$ cat src/rtl/cdb_arbiter.sv
// Common data bus arbiter: queues ALU and LSB results in per-source FIFOs and
// broadcasts at most one per cycle, alternating between sources under contention.
module cdb_arbiter #(
  parameter int DATA_W = 32,
  parameter int ROB_W  = 4,
  parameter int DEPTH  = 4
) (
  input  logic              clk,
  input  logic              rst,
  input  logic              rdy,
  input  logic              clr,
  input  logic              alu_s,
  input  logic [ROB_W-1:0]  alu_reorder,
  input  logic [DATA_W-1:0] alu_value,
  input  logic              alu_jump_s,
  input  logic [DATA_W-1:0] alu_jump,
  input  logic              lsb_s,
  input  logic [ROB_W-1:0]  lsb_reorder,
  input  logic [DATA_W-1:0] lsb_value,
  output logic              alu_full,
  output logic              lsb_full,
  output logic              cdb_s,
  output logic              cdb_src,
  output logic [ROB_W-1:0]  cdb_reorder,
  output logic [DATA_W-1:0] cdb_value,
  output logic              cdb_jump_s,
  output logic [DATA_W-1:0] cdb_jump,
  output logic              overflow
);
  localparam int   PW      = $clog2(DEPTH);
  localparam int   CW      = PW + 1;
  localparam logic SRC_ALU = 1'b0;
  localparam logic SRC_LSB = 1'b1;

  typedef struct packed {
    logic [ROB_W-1:0]  reorder;
    logic [DATA_W-1:0] value;
    logic              jump_s;
    logic [DATA_W-1:0] jump;
  } entry_t;

  entry_t            in_e   [2];
  entry_t            cand_e [2];
  entry_t            gnt_e;
  logic [1:0]        in_v;
  logic [1:0]        cand;
  logic [1:0]        grant;
  logic [1:0]        drop;
  logic [1:0]        full;
  logic              advance;
  logic              last_src_q, last_src_d;
  logic              cdb_s_q, cdb_src_q, cdb_jump_s_q, overflow_q;
  logic [ROB_W-1:0]  cdb_reorder_q;
  logic [DATA_W-1:0] cdb_value_q, cdb_jump_q;

  // Index 0 is the ALU source, index 1 the LSB; LSB entries carry no jump.
  assign in_v    = {lsb_s, alu_s};
  assign in_e[0] = '{reorder: alu_reorder, value: alu_value, jump_s: alu_jump_s, jump: alu_jump};
  assign in_e[1] = '{reorder: lsb_reorder, value: lsb_value, jump_s: 1'b0, jump: {DATA_W{1'b0}}};
  assign advance = rdy && !clr;

  for (genvar gi = 0; gi < 2; gi++) begin : g_src
    entry_t        mem [DEPTH];
    logic [PW-1:0] head_q, tail_q;
    logic [CW-1:0] cnt_q, cnt_d;
    logic          full_q;
    logic          pop, push_req, push;

    // A queued head always goes first; the live input only bypasses an empty FIFO.
    assign cand[gi]   = (cnt_q != '0) || in_v[gi];
    assign cand_e[gi] = (cnt_q != '0) ? mem[head_q] : in_e[gi];
    assign pop        = grant[gi] && (cnt_q != '0);
    assign push_req   = in_v[gi] && !(grant[gi] && (cnt_q == '0));
    assign drop[gi]   = push_req && (cnt_q == CW'(DEPTH)) && !pop;
    assign push       = push_req && !drop[gi];
    assign cnt_d      = cnt_q + CW'(push) - CW'(pop);
    assign full[gi]   = full_q;

    always_ff @(posedge clk) begin
      if (rst && advance && push) begin
        mem[tail_q] <= in_e[gi];
      end
    end

    always_ff @(posedge clk) begin
      if (!rst) begin
        head_q <= '0;
        tail_q <= '0;
        cnt_q  <= '0;
        full_q <= 1'b0;
      end else if (rdy) begin
        if (clr) begin
          head_q <= '0;
          tail_q <= '0;
          cnt_q  <= '0;
          full_q <= 1'b0;
        end else begin
          if (pop)  head_q <= head_q + PW'(1);
          if (push) tail_q <= tail_q + PW'(1);
          cnt_q  <= cnt_d;
          // One slot stays free for a result already in flight when the stall lands.
          full_q <= (cnt_d >= CW'(DEPTH - 1));
        end
      end
    end
  end

  always_comb begin
    grant      = cand;
    last_src_d = last_src_q;
    if (&cand) begin
      grant      = (last_src_q == SRC_LSB) ? 2'b01 : 2'b10;
      last_src_d = ~last_src_q;
    end
  end

  assign gnt_e = grant[1] ? cand_e[1] : cand_e[0];

  always_ff @(posedge clk) begin
    if (!rst) begin
      cdb_s_q       <= 1'b0;
      cdb_src_q     <= SRC_ALU;
      cdb_reorder_q <= '0;
      cdb_value_q   <= '0;
      cdb_jump_s_q  <= 1'b0;
      cdb_jump_q    <= '0;
      overflow_q    <= 1'b0;
      last_src_q    <= SRC_LSB;
    end else if (rdy) begin
      if (clr) begin
        cdb_s_q      <= 1'b0;
        cdb_jump_s_q <= 1'b0;
        last_src_q   <= SRC_LSB;
      end else begin
        cdb_s_q      <= |grant;
        cdb_jump_s_q <= 1'b0;
        last_src_q   <= last_src_d;
        if (|grant) begin
          cdb_src_q     <= grant[1];
          cdb_reorder_q <= gnt_e.reorder;
          cdb_value_q   <= gnt_e.value;
          cdb_jump_s_q  <= gnt_e.jump_s;
          cdb_jump_q    <= gnt_e.jump;
        end
        if (|drop) overflow_q <= 1'b1;
      end
    end
  end

  assign alu_full    = full[0];
  assign lsb_full    = full[1];
  assign cdb_s       = cdb_s_q;
  assign cdb_src     = cdb_src_q;
  assign cdb_reorder = cdb_reorder_q;
  assign cdb_value   = cdb_value_q;
  assign cdb_jump_s  = cdb_jump_s_q;
  assign cdb_jump    = cdb_jump_q;
  assign overflow    = overflow_q;
endmodule

$ cat config.mk
export PLATFORM = sky130hd
export DESIGN_NAME = cdb_arbiter
export DESIGN_NICKNAME = d
export VERILOG_FILES = /design/src/rtl/cdb_arbiter.sv
export SDC_FILE = /design/constraint.sdc
export NUM_CORES = 1
export LEC_CHECK = 0
export CAP_MARGIN = 10
export CORE_MARGIN = 4
export CORE_UTILIZATION = 57
export CTS_CLUSTER_SIZE = 25
export DETAILED_ROUTE_END_ITERATION = 6
export PLACE_DENSITY = 0.9
export SETUP_SLACK_MARGIN = 0.5
export SLEW_MARGIN = 40
export SYNTH_ARGS = -nofsm -noshare
export SYNTH_HDL_FRONTEND = slang
export SYNTH_SLANG_ARGS = --single-unit
$ cat constraint.sdc
create_clock -name clk -period 4 [get_ports clk]
set_clock_uncertainty 0.15 [all_clocks]
set_input_delay 0.8 -clock clk [delete_from_list [all_inputs] [get_ports clk]]
set_output_delay 0.8 -clock clk [all_outputs]
set_load 0.02 [all_outputs]
* Yosys cells after proc, flatten, opt, wreduce, memory -nomap -nowiden
Memories as Yosys holds them, arrays and structs flattened. A register that Yosys moved wholly into a read port is not among the register bits.
Cells that the tools add are included.
** Storage, ports and cells
- Input bits :: 111
- Logic and storage cells :: 106
- Output and inout bits :: 74
- Bits in registers :: 89
- RAM bits :: 420
- Memories :: 2
** Cells by class
- Magnitude comparators :: 2
- Equal/unequal tests :: 2
- Mux-type cells :: 30
- Add/sub/neg operators :: 8
- Bitwise operators :: 2
- Reductions and logical operators :: 44
** Memories
- g_src[0].mem :: depth 4, width 69, read ports 1, clocked after memory_dff 1, wr ports 1, RTL line 63 : entry_t mem [DEPTH];
- g_src[1].mem :: depth 4, width 36, read ports 1, clocked after memory_dff 1, wr ports 1, RTL line 63
** Operators with widths (number)
- $mux 69 :: 3
- $mux 2 :: 14
- $logic_and 1x1->1 :: 16
- $reduce_and 2->1 :: 6
- $mux 1 :: 11
- $reduce_bool 2->1 :: 5
- $add 2x1->2 const B :: 4
- $logic_not 1->1 :: 7
- $add 3x1->3 :: 2
- $eq 3x3->1 const B :: 2
- $ge 3x2->1 const B :: 2
- $logic_not 3->1 :: 2
- $mux 3 :: 2
- $reduce_and 3->1 :: 2
- $reduce_bool 3->1 :: 2
- $sub 3x1->3 :: 2
- $reduce_or 2->1 :: 2
- $logic_or 1x1->1 :: 2
- $not 1->1 :: 2

* Logic depth before layout (Yosys ltp)
Gate-level depths: netlist of run 1.
- Word-level depth :: 15
- Mapped depth :: 14
- Depth with buffers taken out :: 11

* Worst setup path before layout of run 1
OpenSTA, ideal clock, no wires.
- Kind :: input-to-reg
- From :: input port clr
- To :: memory g_src[0].mem[0][0] in the netlist's numbering (enable)
- Cell stages on the path :: 4
- Path slack :: 0.319 ns
- Required time :: 3.415 ns
- Arrival :: 3.096 ns
- Path buffers :: 0
- Setup time :: 0.435 ns
- Cells stage by stage :: and3b_1 > nand2_1 > nor3_1 > and2_1
** On the way
- Word-level cells in the longest chain between the ends :: 6
** Ends and longest elaborated chain
- start, declared :: RTL line 11 : input logic clr,
- $logic_not 1->1 :: RTL line 60 : assign advance = rdy && !clr;
- $logic_and 1x1->1 :: RTL line 60
- $logic_and 1x1->1 (2 in series) :: RTL line 80 : if (rst && advance && push) begin
- $mux 1 :: RTL line 80
- $mux 1 (not written as such) :: RTL line 81 : mem[tail_q] <= in_e[gi];
- end, declared :: RTL line 63
Every way passes these cells.

* Final worst setup path of run 1
- From :: input port alu_s
- To :: register g_src[1].cnt_q[2]
** On the way
- Word-level cells in the longest chain between the ends :: 13
- Elaborated cells between the ends (all ways) :: 15
- Those cells by class :: add/sub (2); mux (2); reduce/logical (11)
** Ends and longest elaborated chain
- start, declared :: RTL line 12 : input logic alu_s,
- $logic_or 1x1->1 * :: RTL line 70 : assign cand[gi] = (cnt_q != '0) || in_v[gi];
- $reduce_and 2->1 * :: RTL line 111 : if (&cand) begin
- $mux 2 * :: RTL line 111
- $logic_and 1x1->1 :: RTL line 73 : assign push_req = in_v[gi] && !(grant[gi] && (cnt_q == '0));
- $logic_not 1->1 :: RTL line 73
- $logic_and 1x1->1 :: RTL line 73
- $logic_and 1x1->1 (2 in series) :: RTL line 74 : assign drop[gi] = push_req && (cnt_q == CW'(DEPTH)) && !pop;
- $logic_not 1->1 :: RTL line 75 : assign push = push_req && !drop[gi];
- $logic_and 1x1->1 :: RTL line 75
- $add 3x1->3 :: RTL line 76 : assign cnt_d = cnt_q + CW'(push) - CW'(pop);
- $sub 3x1->3 * :: RTL line 76
- $mux 3 * :: RTL line 92 : if (clr) begin
- end signal, assigned :: RTL line 100 : cnt_q <= cnt_d;
- end, declared :: RTL line 65 : logic [CW-1:0] cnt_q, cnt_d;
Mark *: on every way between the ends. The rest lies on a longest branch, timed or not.
A chain may end at the register's enable or synchronous reset.

==> flow_summary.toml, run 1 <==
[global_route]
grt_usage_pct = 24.58
grt_pass1_wl_um = 72240
grt_pass1_vias = 12020
overflow = 0
antenna_found_initial = 9
grt_max_degree = 65

[cts]
cts_setup_buffers = 0
path_clk_slew_ps = 70
htree_levels = 2
cts_buffers = 50
cts_tree = "done"
clock_sinks = 513
cts_buffer_depth = 3
hold_buffers = 0
cts-resized-gates = 0
root_buffer = "clkbuf_16"
clock_latency_ps = 580

[synth]
ys_ff_latch = 513
synth_top_area_cell = "edfxtp_1"
ys.warnings.count = 0
synthTopCellsByArea = "edfxtp_1 (63%), mux4_2 (12%), dfxtp_1 (9.3%)"
synth.cell_area_um2 = 20010
syn_inst = 1094
yosys.area.top_type_share_pct = 63.04
syn_nets = 1217
yosysSeqAreaShare_pct = 72.35
synth.distinct_cells = 59
synth-main-ff-cell = "edfxtp_1"
synthArstFlopShare_pct = 0
syn_avg_cell_area_um2 = 18.29
synth_edf_count = 420

[floorplanning]
chipHeight_um = 195.3
ios = 185
rows = 68
die_w_um = 195.3
core_um2 = 34540
initial_core_util_pct = 57.91
dieArea_um2 = 38160

[drt]
drc = 0
wl_um = 47470
vias = 11570
vias_per_cell = 6.475
wire_per_inst_um = 26.58
drt_pass1_iterations = 5
dr.first_iter.drc_count = 1312
ant_nets = 0

[timing]
setup_violations = 0
slew_violations = 0
setup_slack_ps = 728.5
final-hold-violation-count = 0
slew-limit-headroom_pct = 51.90
fin_tns_setup_ps = 0
max_freq_mhz = 305.7
worst_pin_slew_ps = 721.6
fin_crit_sh_pct = 81.79
post-route-min-period_ps = 3272
rsz0062_at_grt = "no"

[placement]
placed_area_um2 = 22480
place_ws_ps = 258.6
hpwl_um = 27630
port_buffers = 184
gp_congestion = 0.8242

[critical_path]
worst-path-max-fanout = 5
arrival_ps = 3650
endpoint = "g_src[1].cnt_q[2]"
cp.required_ps = 4380
r2r_end = "g_src[1].cnt_q[2]"
critPathLaunch = "alu_s"
critPathKind = "primary input to flop"
start_kind = "primary input"
r2r_setup_slack_ps = 890
endpoint_kind = "flop"
reg2regPathDepth = 11
r2r-start = "g_src[0].cnt_q[2]"

[power]
p_seq_share_pct = 53.5
power_frac_comb_pct = 5.0
p_int_mw = 8.617
p_clk_share_pct = 41.5
p_sw_share_pct = 21.20
peakVddDrop_mv = 0.4158
p_leak_nw = 7.627
cellPowerDensity_nw_per_um2 = 453.7
power_switching_mw = 2.318

[final_layout]
fill_cells = 2091
drive_gt1_share_pct = 18.60
stdcell_area_um2 = 24110
layout_common_cells = "edfxtp_1 (420), clkdlybuf4s50_1 (183), mux4_2 (105)"
final_common_cell = "edfxtp_1"
synthToLayoutAreaGrowth_pct = 20.50
nNetsFinal = 1409
fin_util_pct = 69.78

[status]
status = "completed"

[min_path]
hold_class = "flop to flop"
holdPathStages = 1

[flow_run]
maxCapViolCount = 0
==> area by class of cell <==
class                           count  area, um2  share of cell area (%)
Tap cell                          455      569.3                   2.362
Multi-Input combinational cell    493       5141                   21.33
Antenna cell                        3      7.507                 0.03114
Clock buffer                       66       1403                   5.819
Clock inverter                     28      215.2                  0.8928
Inverter                            9      33.78                  0.1401
Timing Repair Buffer              219       2250                   9.333
Sequential cell                   513      14490                   60.10
==> per-layer routing <==
metal  global-route usage [%]  part of all wire, %  vias up
met1                    33.86                   37     5866
met3                    4.934                  9.8      105
met2                    40.46                   51      736
li1                         -                    -     4846
met4                    7.396                  2.5       12
met5                        0                 0.16        -
==> critical path, stage by stage <==
cell	delay, ps
clkdlybuf4s50_1	470
o41ai_4	380
nor2b_4	230
nor2b_1	210
a21o_1	120
ha_1	140
inv_1	50
fa_1	400
xnor2_1	290
nand2b_1	130
a21boi_0	250
o21a_1	170
==> synthesized netlist by cell type, types with 3 or more instances <==
| cell | number |
|---|---|
| a21boi_0 | 26 |
| a21oi_1 | 21 |
| a221o_1 | 32 |
| a221oi_1 | 15 |
| a22oi_1 | 36 |
| a31oi_1 | 25 |
| and2_1 | 7 |
| and3_1 | 9 |
| buf_2 | 32 |
| buf_4 | 5 |
| buf_6 | 7 |
| clkbuf_1 | 32 |
| dfxtp_1 | 93 |
| edfxtp_1 | 420 |
| ha_1 | 10 |
| inv_1 | 9 |
| mux4_2 | 105 |
| nand2_1 | 31 |
| nand2b_1 | 20 |
| nand3_1 | 3 |
| nor2_1 | 7 |
| nor2b_1 | 44 |
| nor3_1 | 7 |
| nor3b_1 | 5 |
| o21a_1 | 7 |
| o21ai_0 | 42 |
| xnor2_1 | 4 |
==> state kept, by name, summed over array words and instances (netlist names), named ones only <==
signal        flops
cdb_jump_s        1
cdb_value        32
g_src.head_q      4
overflow          1
g_src.mem       420
cdb_reorder       4
cdb_src           1
g_src.cnt_q       6
alu_full          1
last_src_q        1
cdb_jump         32
g_src.tail_q      4
lsb_full          1
cdb_s             1
==> power by group through the flow <==
stage	Sequential (mW)	Combinational [mW]	Clock, mW
after global placement	5.96	0.514	0
after global routing	5.85	0.578	4.83
final	5.85	0.547	4.54
after detailed placement	5.96	0.535	0
after floorplan	6.00	0.171	0
after CTS	5.85	0.544	4.59
==> through the flow <==
step           total power, mW  hold slack, ps  instances
2_1_floorplan            6.175           317.9       1094
3_3_place_gp             6.474           317.4       1688
3_5_place_dp             6.496           323.5       1689
4_1_cts                  10.98           340.5       1783
5_1_grt                  11.26           361.3       1785
6_report                 10.94           335.6       1786
==> how the worst min path moves through the flow <==
stage	startpoint	to	slack, ps
2_1_floorplan	g_src[1].tail_q[1]	g_src[1].tail_q[1]	320
3_3_place_gp	cdb_jump[5]	cdb_jump[5]	320
3_5_place_dp	cdb_jump[20]	cdb_jump[20]	320
4_1_cts	cdb_jump[12]	cdb_jump[12]	340
5_1_grt	cdb_jump[7]	cdb_jump[7]	360
6_report	cdb_jump[2]	cdb_jump[2]	340
==> logic make-up after synthesis <==
group | count (synthesis) | share of synthesized area, %
simple gates | 146 | 4.284
flops | 513 | 72.35
fa+ha+maj | 12 | 0.8256
compound gates | 225 | 8.281
mux | 106 | 11.87
buf+inv | 88 | 2.214
xor+xnor | 4 | 0.1751
(Power assumes the default switching activity.)
==> run 2: changes to the inputs <==
--- a/config.mk
+++ b/config.mk
@@ -7,10 +7,10 @@
 export LEC_CHECK = 0
 export CAP_MARGIN = 10
 export CORE_MARGIN = 4
-export CORE_UTILIZATION = 57
+export CORE_UTILIZATION = 52
 export CTS_CLUSTER_SIZE = 25
 export DETAILED_ROUTE_END_ITERATION = 6
-export PLACE_DENSITY = 0.9
+export PLACE_DENSITY = 0.87
 export SETUP_SLACK_MARGIN = 0.5
 export SLEW_MARGIN = 40
 export SYNTH_ARGS = -nofsm -noshare
==> constraint.sdc (replaced) <==
create_clock -name clk -period 2.6 [get_ports clk]
set_clock_uncertainty 0.15 [all_clocks]
set_input_delay 0.52 -clock clk [delete_from_list [all_inputs] [get_ports clk]]
set_output_delay 0.52 -clock clk [all_outputs]
set_load 0.02 [all_outputs]
==> run 2 against run 1 <==
The run now ends with setup timing left. Die area increased by 9.2%. Global-route usage increased by 0.074 points. Worst hold slack got worse by 6.5 ps. Wire length increased by 18%. Final area increased by 12%. Non-clock buffer count increased by 147. Sequential share of layout area decreased by 6.5 points. Sequential power increased by 54%. Sequential cell count unchanged. Critical path type is now flop to flop. Largest cell class unchanged.
==> flow_summary.toml, run 2 (synthesized netlist as in run 1, its figures left out) <==
[critical_path]
start_kind = "flop"
endpoint_kind = "flop"
reg2regPathDepth = 10
critPathKind = "flop to flop"
cp.required_ps = 2760
cpPeakStageDelay_ps = 360
critical_path.slowest_cell = "dfxtp_4"
critical_path.top_delay_family = "simple AND/OR/NAND/NOR gates"
worst-path-max-fanout = 7
endpoint = "g_src[1].mem[0][6]"
path_cells = "buf_6 > buf_6 > nor4_4 > mux2i_2 > and2_4 > buf_6 > and3_4 > buf_12 > buf_12 > buf_12"
r2r-start = "g_src[0].cnt_q[2]"
arrival_ps = 2770
cp_num_buf_inv = 6
r2r_end = "g_src[1].mem[0][6]"
cp.depth = 10
critPathLaunch = "g_src[0].cnt_q[2]"
r2r_setup_slack_ps = -7

[cts]
cts_buffers = 50
root_buffer = "clkbuf_16"
htree_levels = 2
path_clk_slew_ps = 70
cts_tree = "done"
clock_sinks = 513
clock_latency_ps = 610
cts_buffer_depth = 3
hold_buffers = 0

[timing]
fin_crit_sh_pct = 100.3
setup_violations = 4
slew_violations = 0
post-route-min-period_ps = 2607
max_freq_mhz = 383.5
fin_hold_ws_ps = 329.1
rsz0062_at_grt = "yes"
fin_tns_setup_ps = -24.66
final-hold-violation-count = 0
worst_pin_slew_ps = 696.1
slew-limit-headroom_pct = 53.59
setup_slack_ps = -7.412

[final_layout]
instances_no_fill = 1989
synthToLayoutAreaGrowth_pct = 35.36
nNetsFinal = 1557
fill_cells = 2151
drive_gt1_share_pct = 29.47
stdcell_area_um2 = 27080
fin_util_pct = 71.55
largest_reg_flops = 420
regMostFlops = "g_src.mem"
final_common_cell = "edfxtp_1"
layout_common_cells = "edfxtp_1 (420), clkdlybuf4s50_1 (108), mux4_2 (105)"

[floorplanning]
chipHeight_um = 204.1
initial_core_util_pct = 52.86
rows = 71
ios = 185
die_w_um = 204.1
dieArea_um2 = 41670
core_um2 = 37840

[drt]
dr.first_iter.drc_count = 1452
wire_per_inst_um = 28.22
vias_per_cell = 6.298
wl_um = 56120
drt_pass1_iterations = 5
drc = 0
vias = 12530
ant_nets = 0

[power]
p_sw_share_pct = 22.16
p_leak_nw = 9.945
peakVddDrop_mv = 0.6218
p_clk_share_pct = 41.6
finalPower_mw = 17.10
power_frac_comb_pct = 5.8
p_int_mw = 13.31
cellPowerDensity_nw_per_um2 = 631.5
power_switching_mw = 3.789
p_seq_share_pct = 52.6

[flow_run]
maxCapViolCount = 0

[global_route]
overflow = 0
grt_pass1_wl_um = 77170
grt_usage_pct = 24.65
grt_max_degree = 65
antenna_found_initial = 4
grt_pass1_vias = 12460

[placement]
gp_congestion = 0.8428
place_ws_ps = -539.8
placed_area_um2 = 23330
port_buffers = 184
hpwl_um = 29380
dp.cells = 1793

[status]
violations = "setup timing"
status = "finished, violations left"

[min_path]
hold_class = "flop to flop"
## run 2: how the worst min path moves through the flow
stage / from / to / depth (start not counted)
3_3_place_gp: overflow / overflow / 1
4_1_cts: overflow / overflow / 1
3_5_place_dp: cdb_jump[7] / cdb_jump[7] / 1
6_report: cdb_jump[7] / cdb_jump[7] / 1
2_1_floorplan: g_src[1].tail_q[1] / g_src[1].tail_q[1] / 2
5_1_grt: overflow / overflow / 1
## run 2: what timing repair did
item,CTS,global route
cloned,22,12
buffers inserted,39,27
setup endpoints to repair,574,530
pin swaps,16,12
resized for setup,52,132
## run 2: power groups by stage
stage	clock, mW	combinational, mW	sequential (mW)
3_5_place_dp	0	0.891	9.17
4_1_cts	7.11	0.926	8.99
6_report	7.12	0.987	8.99
2_1_floorplan	0	0.273	9.24
3_3_place_gp	0	0.861	9.17
5_1_grt	7.56	1.04	8.99
## run 2: worst register-to-register path, cell delays in order (launching register included)
cell,delay [ps]
dfxtp_4,360
buf_6,130
buf_6,110
nor4_4,360
mux2i_2,320
and2_4,200
buf_6,100
and3_4,210
buf_12,130
buf_12,110
buf_12,130
## run 2: per-layer routing
layer | wire (um) | share of wire, % | GRT usage [%] | vias up
met5 | 41 | 0.073 | 0 | -
met4 | 2015 | 3.6 | 7.418 | 6
met3 | 5944 | 11 | 6.839 | 162
met2 | 28210 | 50 | 41.39 | 855
met1 | 19910 | 35 | 31.76 | 6332
li1 | - | - | - | 5171
## run 2: final cells by class
class | count | area, um2 | share of cell area, %
Multi-Input combinational cell | 494 | 5398 | 19.93
Tap cell | 511 | 639.4 | 2.361
Antenna cell | 2 | 5.005 | 0.01848
Clock inverter | 29 | 250.2 | 0.9241
Clock buffer | 65 | 1349 | 4.981
Sequential cell | 513 | 14500 | 53.55
Inverter | 9 | 36.28 | 0.1340
Timing Repair Buffer | 366 | 4901 | 18.10
==> run 3: changes to the inputs <==
--- a/config.mk
+++ b/config.mk
@@ -6,7 +6,7 @@
 export NUM_CORES = 1
 export LEC_CHECK = 0
 export CAP_MARGIN = 10
-export CORE_MARGIN = 4
+export CORE_MARGIN = 10
 export CORE_UTILIZATION = 52
 export CTS_CLUSTER_SIZE = 25
 export DETAILED_ROUTE_END_ITERATION = 6
==> run 3 against run 2 <==
The flow now finishes without violations. Utilization down 2.4 points. Register-to-register slack better by 70 ps. Cell count down 1.5%. Sequential share of layout area up 1.8 points. Clock power up 5.3%. Worst hold slack worse by 270 ps. First-iteration DRC count up 3.9%. Critical path depth up 1. Combinational power down 7.3%. Clock-buffer cell count up 7. Setup slack better by 70 ps. Critical path type unchanged. Critical endpoint is now g_src[1].cnt_q[2]. Highest routed layer unchanged.
==> flow_summary.toml, run 3 (synthesized netlist as in run 1, its figures left out) <==
[critical_path]
critical_path.slowest_cell = "dfxtp_4"
crit_top_cell = "nor2b_4"
r2r_setup_slack_ps = 60
endpoint_kind = "flop"
cpPeakStageDelay_ps = 360
critPathKind = "flop to flop"
start_kind = "flop"
arrival_ps = 2930
worst-path-max-fanout = 3
path_cells = "o41ai_4 > nor2b_4 > nor2b_4 > a21o_1 > ha_2 > inv_2 > fa_2 > xnor2_2 > nand2b_1 > a21boi_2 > o21a_1"
cp.required_ps = 3000

[final_layout]
synthToLayoutAreaGrowth_pct = 30.88
drive_gt1_share_pct = 26.63
stdcell_area_um2 = 26180
fin_util_pct = 69.19
fill_cells = 2274
nNetsFinal = 1522
final_common_cell = "edfxtp_1"
multi_input_area_um2 = 5296
layout_common_cells = "edfxtp_1 (420), clkdlybuf4s50_1 (107), mux4_2 (105)"
largest_reg_flops = 420
seq_area_um2 = 14500
regMostFlops = "g_src.mem"

[cts]
path_clk_slew_ps = 60
clock_latency_ps = 620
hold_buffers = 0
root_buffer = "clkbuf_16"
cts_tree = "done"
clock_sinks = 513
cts_buffer_depth = 3
htree_levels = 2
cts_buffers = 51

[floorplanning]
initial_core_util_pct = 52.86
die_w_um = 216.1
chipHeight_um = 216.1
rows = 71
dieArea_um2 = 46720
ios = 185
core_um2 = 37840

[power]
p_clk_share_pct = 43.1
peakVddDrop_mv = 0.6791
finalPower_mw = 17.41
p_int_mw = 13.59
power_switching_mw = 3.819
power_frac_comb_pct = 5.3
cellPowerDensity_nw_per_um2 = 664.9
p_seq_share_pct = 51.7
p_sw_share_pct = 21.94
p_leak_nw = 8.865

[drt]
ant_nets = 0
dr.first_iter.drc_count = 1508
vias_per_cell = 6.340
wl_um = 58240
wire_per_inst_um = 29.72
drt_pass1_iterations = 5
drc = 0
vias = 12430

[placement]
hpwl_um = 31000
port_buffers = 184
gp_congestion = 0.8467
placed_area_um2 = 23150

[timing]
slew-limit-headroom_pct = 56.22
fin_crit_sh_pct = 97.58
worst_pin_slew_ps = 656.7
setup_violations = 0
final-hold-violation-count = 0
post-route-min-period_ps = 2537
rsz0062_at_grt = "yes"
max_freq_mhz = 394.2
slew_violations = 0

[global_route]
overflow = 0
grt_pass1_vias = 12380
grt_max_degree = 59
grt_usage_pct = 21.98
antenna_found_initial = 7
grt_pass1_wl_um = 78070

[flow_run]
maxCapViolCount = 0

[status]
status = "completed"

[min_path]
hold_class = "primary input to flop"
-- run 3: what timing repair did --
item | in CTS | in global routing
endpoints found under the setup margin | 560 | 483
buffers inserted | 13 | 22
resized for setup | 106 | 38
pin swaps | 8 | 19
cloned | 12 | 21
-- run 3: per-layer routing --
metal / global-route usage (%) / share of wire [%]
met5: 0 / 0.058
met4: 9.648 / 4.2
met3: 4.652 / 9.7
met2: 36.74 / 51
met1: 27.24 / 35
-- run 3: path summary, 6_finish.rpt --
| path | from | end | cells past startpoint |
|---|---|---|---|
| max | g_src[0].cnt_q[0] | g_src[1].cnt_q[2] | 11 |
| min | rst | g_src[0].cnt_q[2] | 2 |
| max reg2reg | g_src[0].cnt_q[0] | g_src[1].cnt_q[2] | 11 |
| min reg2reg | alu_full | alu_full | 2 |
-- run 3: cell type report --
type	instances	area share, %
flip-flops and latches	513	55.37
multi-input cells	494	20.23
repair buffers	330	15.20
clock buffers	72	5.691
well taps	511	2.442
clock inverters	24	0.8745
inverters	9	0.1290
diodes	7	0.06690
-- run 3: power by group through the flow --
| stage | logic, mW | registers, mW | clock network [mW] |
|---|---|---|---|
| global placement | 0.847 | 9.17 | 0 |
| detailed placement | 0.875 | 9.17 | 0 |
| CTS | 0.863 | 8.99 | 7.51 |
| global route | 0.958 | 8.99 | 7.87 |
| finish | 0.915 | 8.99 | 7.50 |
| floorplan | 0.273 | 9.24 | 0 |
-- run 3: critical path, delay by kind of cell, from the launching register on --
kind / cells / cell delay, ps
AO/OA/AOI/OAI: 4 / 740
XOR/XNOR: 1 / 230
adder cells (fa/ha/maj): 2 / 500
buffers and inverters: 1 / 30
flip-flops: 1 / 360
AND/OR/NAND/NOR: 3 / 470
-- run 3: through the flow --
stage	setup TNS [ps]	cells	worst slack [ps]	hold slack [ps]
finish	0	1960	62.97	60.32
global route	-37.24	1956	-23.62	60.00
CTS	0	1910	153.0	36.85
detailed placement	-145270	1789	-519.7	320.2
global placement	-132540	1789	-505.2	296.7
floorplan	-732.6	1094	-311.4	317.9
